### config.mk
export PLATFORM = sky130hd
export DESIGN_NAME = serial_adder
export DESIGN_NICKNAME = d
export VERILOG_FILES = /design/src/rtl/serial_adder_pkg.sv /design/src/rtl/serial_adder_full_a.sv /design/src/rtl/serial_adder.sv
export SDC_FILE = /design/constraint.sdc
export NUM_CORES = 1
export LEC_CHECK = 0
export CAP_MARGIN = 30
export CORE_AREA = 5 5 61 63
export CTS_CLUSTER_DIAMETER = 60
export DETAILED_ROUTE_END_ITERATION = 8
export DIE_AREA = 0 0 66 68
export PLACE_DENSITY = 0.84
export RECOVER_POWER = 50
export SYNTH_ARGS = -nofsm -noshare
export SYNTH_HDL_FRONTEND = slang
export SYNTH_HIERARCHICAL = 1
export SYNTH_SLANG_ARGS = --single-unit
### constraint.sdc
create_clock -name clk -period 1.4 [get_ports clk]
set_input_delay 0.21 -clock clk [delete_from_list [all_inputs] [get_ports clk]]
set_output_delay 0.21 -clock clk [all_outputs]
set_load 0.05 [all_outputs]
### src/rtl/serial_adder_pkg.sv
// Shared definitions for the bit-serial adder: FSM state encoding and default width.
package serial_adder_pkg;

  localparam int DEFAULT_WIDTH = 8;

  typedef enum logic [1:0] {
    IDLE  = 2'd0,
    SHIFT = 2'd1,
    DONE  = 2'd2
  } state_t;

endpackage

### src/rtl/serial_adder_full_a.sv
// Single-bit full-adder cell used by the serial adder datapath.
module full_a (
  input  logic A,
  input  logic B,
  input  logic Cin,
  output logic S,
  output logic Cout
);

  assign S    = A ^ B ^ Cin;
  assign Cout = (A & B) | (Cin & (A ^ B));

endmodule

### src/rtl/serial_adder.sv
// Bit-serial adder: one full_a cell plus a carry flop adds A+B+Cin LSB-first over WIDTH cycles.
module serial_adder
  import serial_adder_pkg::*;
#(
  parameter int WIDTH = DEFAULT_WIDTH
) (
  input  logic             clk,
  input  logic             rst_n,
  input  logic             start,
  input  logic [WIDTH-1:0] A,
  input  logic [WIDTH-1:0] B,
  input  logic             Cin,
  output logic [WIDTH-1:0] S,
  output logic             Cout,
  output logic             busy,
  output logic             done
);

  localparam int CW = (WIDTH > 1) ? $clog2(WIDTH) : 1;
  localparam logic [CW-1:0] LAST = CW'(WIDTH - 1);

  state_t           state_reg;
  logic [WIDTH-1:0] a_reg;
  logic [WIDTH-1:0] b_reg;
  logic [WIDTH-1:0] sum_reg;
  logic [WIDTH-1:0] sum_next;
  logic             carry_reg;
  logic [CW-1:0]    count_reg;
  logic             busy_reg;
  logic             done_reg;
  logic             fa_s;
  logic             fa_cout;

  full_a u_full_a (
    .A    (a_reg[0]),
    .B    (b_reg[0]),
    .Cin  (carry_reg),
    .S    (fa_s),
    .Cout (fa_cout)
  );

  // New sum bit enters at the MSB; after WIDTH shifts bit 0 lines up with the LSB.
  genvar gi;
  generate
    for (gi = 0; gi < WIDTH; gi++) begin : g_sum_shift
      if (gi == WIDTH - 1) begin : g_msb
        assign sum_next[gi] = fa_s;
      end else begin : g_lower
        assign sum_next[gi] = sum_reg[gi+1];
      end
    end
  endgenerate

  always_ff @(posedge clk) begin
    if (!rst_n) begin
      state_reg <= IDLE;
      a_reg     <= '0;
      b_reg     <= '0;
      sum_reg   <= '0;
      carry_reg <= 1'b0;
      count_reg <= '0;
      busy_reg  <= 1'b0;
      done_reg  <= 1'b0;
    end else begin
      case (state_reg)
        IDLE: begin
          done_reg <= 1'b0;
          if (start) begin
            a_reg     <= A;
            b_reg     <= B;
            carry_reg <= Cin;
            count_reg <= '0;
            sum_reg   <= '0;
            busy_reg  <= 1'b1;
            state_reg <= SHIFT;
          end
        end
        SHIFT: begin
          sum_reg   <= sum_next;
          carry_reg <= fa_cout;
          a_reg     <= a_reg >> 1;
          b_reg     <= b_reg >> 1;
          count_reg <= count_reg + CW'(1);
          if (count_reg == LAST) begin
            busy_reg  <= 1'b0;
            done_reg  <= 1'b1;
            state_reg <= DONE;
          end
        end
        DONE: begin
          done_reg  <= 1'b0;
          state_reg <= IDLE;
        end
        default: begin
          busy_reg  <= 1'b0;
          done_reg  <= 1'b0;
          state_reg <= IDLE;
        end
      endcase
    end
  end

  assign S    = sum_reg;
  assign Cout = carry_reg;
  assign busy = busy_reg;
  assign done = done_reg;

endmodule

==> metrics.csv <==
metric,value,unit
drive_gt1_share,17.9,%
cts_resized,0,
crit_required,1.19,ns
cp-start-kind,flop,
clockRootBuffer,clkbuf_4,
clk_path_buf_depth,2,
antennaDiodeCount,0,
max_stage_delay,0.39,ns
syn_avg_cell_area,10.6,sq um
hp-class,primary input to flop,
core,3180,sq um
port_buffers,30,
finalCritPeriodShare,88.4,%
grt_use_met1,15.2,%
grt.met2_usage,25.7,%
timing.fmax,808,MHz
slew_headroom,77.2,%
place_congestion,0.750,
routedWlPerCell,13.9,microns
p_leak,0.840,nW
cp_slowest_cell,dfxtp_1,
drtPass1Iterations,4,
antenna_found_initial,0,
path_clk_slew,0.10,ns
power,1.87,mW
grt_util_met3,5.91,%
grt_pass1_vias,1144,
start_util,44.0,%
htree_levels,2,
cts_tree,done,
ys_ff_latch,32,
busiest_layer,met2,
drv_slew,0,
finalSetupViolations,0,
grt_pass1_wl,4910,microns
status,completed,
num_rows,21,
grt_start_max_net_pins,33,
drt_iter0_markers,40,
finalHoldViolCount,0,
cts_sinks,32,
synthCells,132,
place_hpwl,2150,microns
drc,0,
arrival,1.03,ns
synth_area,1400,sq um
path_cells,clkbuf_2,
ios,31,
overflow,0,
skew,0.00513,ns
critical_path_class,flop to primary output,
r2r_setup_slack,0.16,ns
drt-total-wl,2980,microns
hold-worst-slack,0.479,ns
clock_latency,0.34,ns
yosysWarnings,6,
track_usage,14.6,%
synth_cell_types,25,
critPathBufInv,1,
drt.antenna.violating_nets,0,
synth_seq_area_share,45.8,%
syn_nets,155,
die-width,66,microns
die_area,4490,sq um
cts_setup_buffers,0,
die_h,68,microns
rsz0062_at_grt,no,
area_delta_synth_final,27.1,%
tightest_slew,0.342,ns
vias,1103,
crit_family,flip-flops,
path_max_fanout,3,
ctsHoldBuffers,0,
max_cap_violations,0,
crit_path_end_kind,primary output,
fin_crit,1.24,ns
dp_cells,206,
vdd_drop_max,0.717,mV
power-per-cell-area,1050,nW/um^2
finalNonFillerCells,214,
vias_per_cell,5.15,
nets,190,
fin_tns_setup,0,ns
cts_made_buffers,5,
==> cells in the mapped netlist <==
cell type	number	area share, %
nand3b_1	2	1.1
nand2_1	13	3.5
o211a_1	13	9.3
a21oi_1	4	1.4
o21bai_1	1	0.54
clkbuf_1	3	0.80
buf_4	1	0.54
dfxtp_1	32	46
nor2b_2	1	0.63
mux2i_1	16	11
o21bai_2	1	0.80
fa_1	1	1.4
a21boi_0	3	1.6
ha_1	2	1.8
o21ai_0	6	2.1
nor2_1	2	0.54
nor2b_1	11	4.9
nor3b_1	1	0.54
inv_1	1	0.27
nand2b_1	1	0.45
a22oi_1	10	5.4
o21ba_4	1	1.2
buf_6	4	3.2
buf_2	1	0.36
and3_1	1	0.45
==> layout make-up <==
| cell class | instances | area, sq um |
|---|---|---|
| clock buffer | 6 | 51.3 |
| clock inverter | 2 | 10.0 |
| fill | 276 | 1400 |
| inverter | 1 | 3.75 |
| multi-input combinational | 90 | 692 |
| sequential | 32 | 642 |
| tap | 46 | 57.6 |
| timing repair buffer | 37 | 323 |
==> metal layers <==
| layer | vias to the layer above | routed length (microns) |
|---|---|---|
| li1 | 547 | - |
| met1 | 512 | 1290 |
| met2 | 38 | 1440 |
| met3 | 6 | 195 |
| met4 | 0 | 53 |
| met5 | - | 0 |
==> cells in the final DEF (no fill, tap or decap) <==
cell / n
mux2i_1: 16
dfxtp_1: 31
o21bai_2: 1
nand2b_1: 1
nor2_1: 2
nand2_1: 13
a21oi_1: 4
ha_1: 2
fa_1: 1
and3_1: 1
clkbuf_8: 1
a21boi_0: 3
clkinv_2: 2
dfxtp_2: 1
clkdlybuf4s50_1: 19
o21ai_0: 6
a22oi_1: 10
clkbuf_4: 5
nand3b_1: 2
o21ba_4: 1
inv_1: 1
clkbuf_2: 11
buf_12: 2
nor2b_4: 1
nor3b_1: 1
buf_4: 5
o21bai_1: 1
o211a_1: 13
nor2b_1: 11
==> power by group <==
part	internal (mW)	total [mW]	switching [mW]
registers	0.963	1.00	0.0379
clock network	0.239	0.559	0.320
logic	0.163	0.308	0.145
total	1.36	1.87	0.503
==> logic make-up after synthesis <==
family                   after synthesis  synth area share [%]
AND/OR/NAND/NOR                       32                  12.1
multiplexers                          16                  11.4
AO/OA/AOI/OAI                         39                  22.3
flip-flops                            32                  45.8
buffers and inverters                 10                  5.18
adder cells (fa/ha/maj)                3                  3.22
==> path summary, 6_finish.rpt <==
path / depth (start not counted) / end / start
min: 3 / a_reg[7] / A[7]
max reg2reg: 4 / S[3] / state_reg[1]
max: 1 / S[7] / S[7]
min reg2reg: 2 / a_reg[7] / a_reg[7]
==> through the flow <==
step	setup slack (ns)	cell area, sq um	utilization, %
3_3_place_gp	-0.0283	1870	58.7
4_1_cts	0.00610	1930	60.6
6_report	0.163	1780	56.0
5_1_grt	0.0454	1780	56.0
2_1_floorplan	0.119	1400	-
3_5_place_dp	-0.0866	1870	58.7
No activity file was read; power rests on OpenSTA's default activity.
==> variant 1: new RTL, config.mk and constraints unchanged <==
The 3 states of `state_t` get a one-hot encoding in 3 bits.
--- a/src/rtl/serial_adder_pkg.sv
+++ b/src/rtl/serial_adder_pkg.sv
@@ -5,6 +5,6 @@
 
-  typedef enum logic [1:0] {
-    IDLE  = 2'd0,
-    SHIFT = 2'd1,
-    DONE  = 2'd2
+  typedef enum logic [2:0] {
+    IDLE  = 3'b001,
+    SHIFT = 3'b010,
+    DONE  = 3'b100
   } state_t;
Behaviour: no difference found for any inputs over 10 cycles, from zero or initial values and one cycle with rst_n low; not proved beyond that.
==> variant 1 against the original RTL <==
  * Setup slack lost 0.073 ns
  * Sequential cell count rose by 1
  * Wire length increased by 17%
  * Power grew 1.7%
  * Cell area is 0.70% higher
  * Via count is 10% higher
  * Combinational power is 8.1% higher
  * Area after synthesis rose by 0.63%
  * Sequential power is 4% higher
  * Core utilization up 0.39 points
  * Worst hold slack improved by 0.0025 ns
  * Critical endpoint is now a_reg[5]
  * Largest power group unchanged
==> variant 1: results (changes against the original RTL) <==
- Status: finished, final reports clean
- Global-route wire length before repair: 5590 um (+14%)
- Post-synthesis sequential area ratio: 46.9% (+1.1 points)
- Placed Area: 0.00191 mm^2 (+2.1%)
- VDD IR max: 0.573 mV (-20%)
- Post-synth ARST share: 0% (unchanged)
- Post-DP HPWL: 2560 um (+19%)
- # Post-CTS Setup Buffers: 0 (unchanged)
- P_leak: 0.693 nW (-18%)
- Hold depth: 3 (unchanged)
- Vias in the first global route: 1,259 (+10%)
- Top_reg_cell synth: dfxtp_1
- Final net count: 192 (+1.1%)
- Gp weighted congestion: 0.805 (+7.3%)
- Final setup fails: 0 (unchanged)
- Final WL: 3500 um (+17%)
- CTS Buf Count: 5 (unchanged)
- Crit-path max FO: 12 (+9)
- Clock Skew: 0.00850 ns (+0.00337 ns)
- Largest net degree at the start of global routing: 26 (-21%)
- IO buf count: 30 (unchanged)
- CP arrival: 1.56 ns (+0.53 ns)
- Share of cells above drive strength 1: 30.0% (+12 points)
- Via/cell ratio: 5.62 (+9.0%)
- Initial DRC Count: 86 (+110%)
- Syn_nets: 155 (unchanged)
- N_diodes: 0 (unchanged)
- Total GRT Usage: 16.8% (+2.1 points)
- Top post-synthesis cells by area: dfxtp_1 (47%), o221a_2 (11%), o32a_1 (9.9%), nand2_1 (4.3%), o22ai_1 (4.0%)
- Synth cell types: 33 (+32%)
- Synth cell count leaders: dfxtp_1 (33), nand2_1 (16), o221a_2 (14), o32a_1 (14), o22ai_1 (9)
- Actual slew at the worst max-slew pin: 0.290 ns (-0.0525 ns)
==> variant 1: final timing paths <==
path,startpoint,endpoint,slack [ns]
min reg2reg,S[0],S[0],0.49
max,state_reg[0],a_reg[5],0.09
max reg2reg,state_reg[0],a_reg[5],0.09
min,A[7],a_reg[7],0.48
==> variant 1: worst max-delay path: stages (launching register included) <==
cell      delay, ns
dfxtp_2        0.36
nand2b_1       0.21
buf_4          0.21
o22a_1         0.21
o221a_1        0.23
==> variant 1: cells by family after synthesis <==
group                      synth area share, %
and+or+nand+nor                           12.1
adders and majority gates                 3.20
buffers and inverters                     6.30
DFF                                       46.9
AOI/OAI and AO/OA                         31.5
==> variant 1: cell type report <==
cell class	count	area (um^2)
Inverter	2	7.51
Clock inverter	3	17.5
Timing Repair Buffer	43	348
Multi-Input combinational cell	84	662
Clock buffer	5	37.5
Tap cell	46	57.6
Fill cell	302	1390
Sequential cell	33	662
==> variant 1: metal layers <==
metal / up-vias / track usage [%] / share of wire [%]
met5: - / 0 / 0
met1: 579 / 18.5 / 41
met3: 9 / 5.91 / 5.3
li1: 594 / - / -
met2: 31 / 28.5 / 51
met4: 0 / 8.88 / 2.5
==> variant 1: metrics by stage <==
step                worst slack, ns  hold WS (ns)  setup TNS, ns  cells
floorplan                   0.00148         0.369              0    132
global placement             -0.185         0.449          -4.51    208
detailed placement           -0.222         0.475          -5.28    208
CTS                          0.0555         0.476              0    216
global route                 0.0382         0.462              0    216
finish                       0.0898         0.481              0    216
==> variant 1: what timing repair did <==
action                     CTS  global route
gates cloned                 0             0
resized for setup            1             3
setup endpoints to repair    4             9
pin swaps                    0             0
==> variant 1: power breakdown <==
part	internal [W]	switching, W	total [W]
clock network	0.000189	0.000339	0.000528
logic	0.000185	0.000148	0.000333
registers	0.000997	0.0000408	0.00104
total	0.00137	0.000528	0.00190
==> variant 2: new RTL, same settings <==
Made on the original files. Set the package constant `DEFAULT_WIDTH` to 4 (it was 8).
--- a/src/rtl/serial_adder_pkg.sv
+++ b/src/rtl/serial_adder_pkg.sv
@@ -3,3 +3,3 @@
 
-  localparam int DEFAULT_WIDTH = 8;
+  localparam int DEFAULT_WIDTH = 4;
 
Interface: changed (resized A, B and S); port bits go from 31 to 19. The function was not compared with the original's and may differ.
==> variant 2 against the original RTL <==
  * Setup slack gained 0.012 ns
  * Cell area shrank 38%
  * Global-route usage shrank 5.5 points
  * Area after synthesis shrank 39%
  * Power shrank 43%
  * Count of clock-buffer cells in the layout shrank 3
  * Sequential power shrank 40%
  * Wire length shrank 33%
  * Sequential cell count shrank 13
  * Critical path type is now flop to flop
  * Largest cell class unchanged
==> variant 2: results (changes against the original RTL) <==
- Internal: 0.000766 W (-44%)
- Clock Sinks: 19 (-41%)
- Syn_nets: 97 (-37%)
- Via count: 689 (-38%)
- Met2 routed WL: 1100 um (-24%)
- Met1 WL: 802 um (-38%)
- Top post-synthesis cells by area: dfxtp_1 (44%), mux2i_1 (9.3%), o211ai_1 (6.1%), o21ai_1 (4.1%), o21ai_2 (4.1%)
- Met1 Usage GRT: 9.93% (-5.3 points)
- Layout filler cell count: 328 (+19%)
- M3 GR Usage: 2.46% (-3.4 points)
- Hold Startpoint: b_reg[3]
- Hold depth: 2 (-1)
- Mux share of post-synthesis cell area: 9.30% (-2.1 points)
- Post-synthesis sequential area ratio: 44.2% (-1.6 points)
- Post-layout instance area: 0.00110 mm^2 (-38%)
- Minimum clock period: 1.23 ns (-0.0119 ns)
- ClkCell Share: 2.51% (-0.94 points)
- Non-Clock Buffer Count: 23 (-38%)
- Share of cells above drive strength 1: 24.8% (+6.9 points)
- Hold endpoint: b_reg[3]
- Sequential cell area share: 34.7% (-1.4 points)
- H-tree lvl count: 1 (-1)
- Synth Area in Compound Gates: 24.0% (+1.6 points)
- WL per Instance: 13.1 um (-5.5%)
- Status: finished, final reports clean
- Nonclk inv count: 2 (+1)
- Largest net degree at the start of global routing: 12 (-64%)
- Clock Buffer Count: 3 (-3)
- Worst-skew pair later-pin latency: 0.29 ns (-0.05 ns)
- Vias in the first global route: 714 (-38%)
- Total GRT Usage: 9.18% (-5.5 points)
- R2R Path End: a_reg[3]
- Actual slew at the worst max-slew pin: 0.470 ns (+0.128 ns)
- Synth cell count leaders: dfxtp_1 (19), mux2i_1 (8), nand2_1 (8)
- R2R Path Start: state_reg[0]
- IO buf count: 18 (-40%)
- Gp weighted congestion: 0.698 (-7.0%)
- R2R cell count: 3 (-1)
- Min-delay worst type: flop to flop
- Met2 Use GR: 17.6% (-8.0 points)
- Initial DRC Count: 18 (-55%)
- Global-route wire length before repair: 3220 um (-34%)
- Post-DP HPWL: 1630 um (-24%)
- Signal buf overhead: 17.8% (-0.36 points)
==> variant 2: cell count changes in the layout (fill, tap and decap cells not counted), sizes merged, moves of 7 or more <==
cell           delta
o211ai            +8
o211a            -12
dfxtp            -13
a22oi            -10
clkdlybuf4s50     -8
nor2b            -11
mux2i             -8
clkbuf            -7
==> variant 2: worst max path at each step <==
stage                             from  endpoint  slack, ns
after floorplan                   Cout      S[3]      0.001
after global placement           rst_n      S[0]       0.06
after detailed placement         rst_n      S[0]      -0.03
after CTS                 state_reg[0]  b_reg[0]       0.17
after global routing      state_reg[0]  a_reg[3]       0.09
final                     state_reg[0]  a_reg[3]       0.17
==> variant 2: metrics by stage <==
step                      cells  setup slack, ns
after global placement      147           0.0555
after CTS                   151            0.170
after detailed placement    147          -0.0319
after floorplan              83          0.00125
after global routing        151           0.0886
final                       151            0.175
==> variant 2: worst max-delay path, stage by stage (launching register included) <==
cell      delay, ns
dfxtp_1        0.63
nor2_4         0.15
o21ai_0        0.26
a21boi_2       0.08
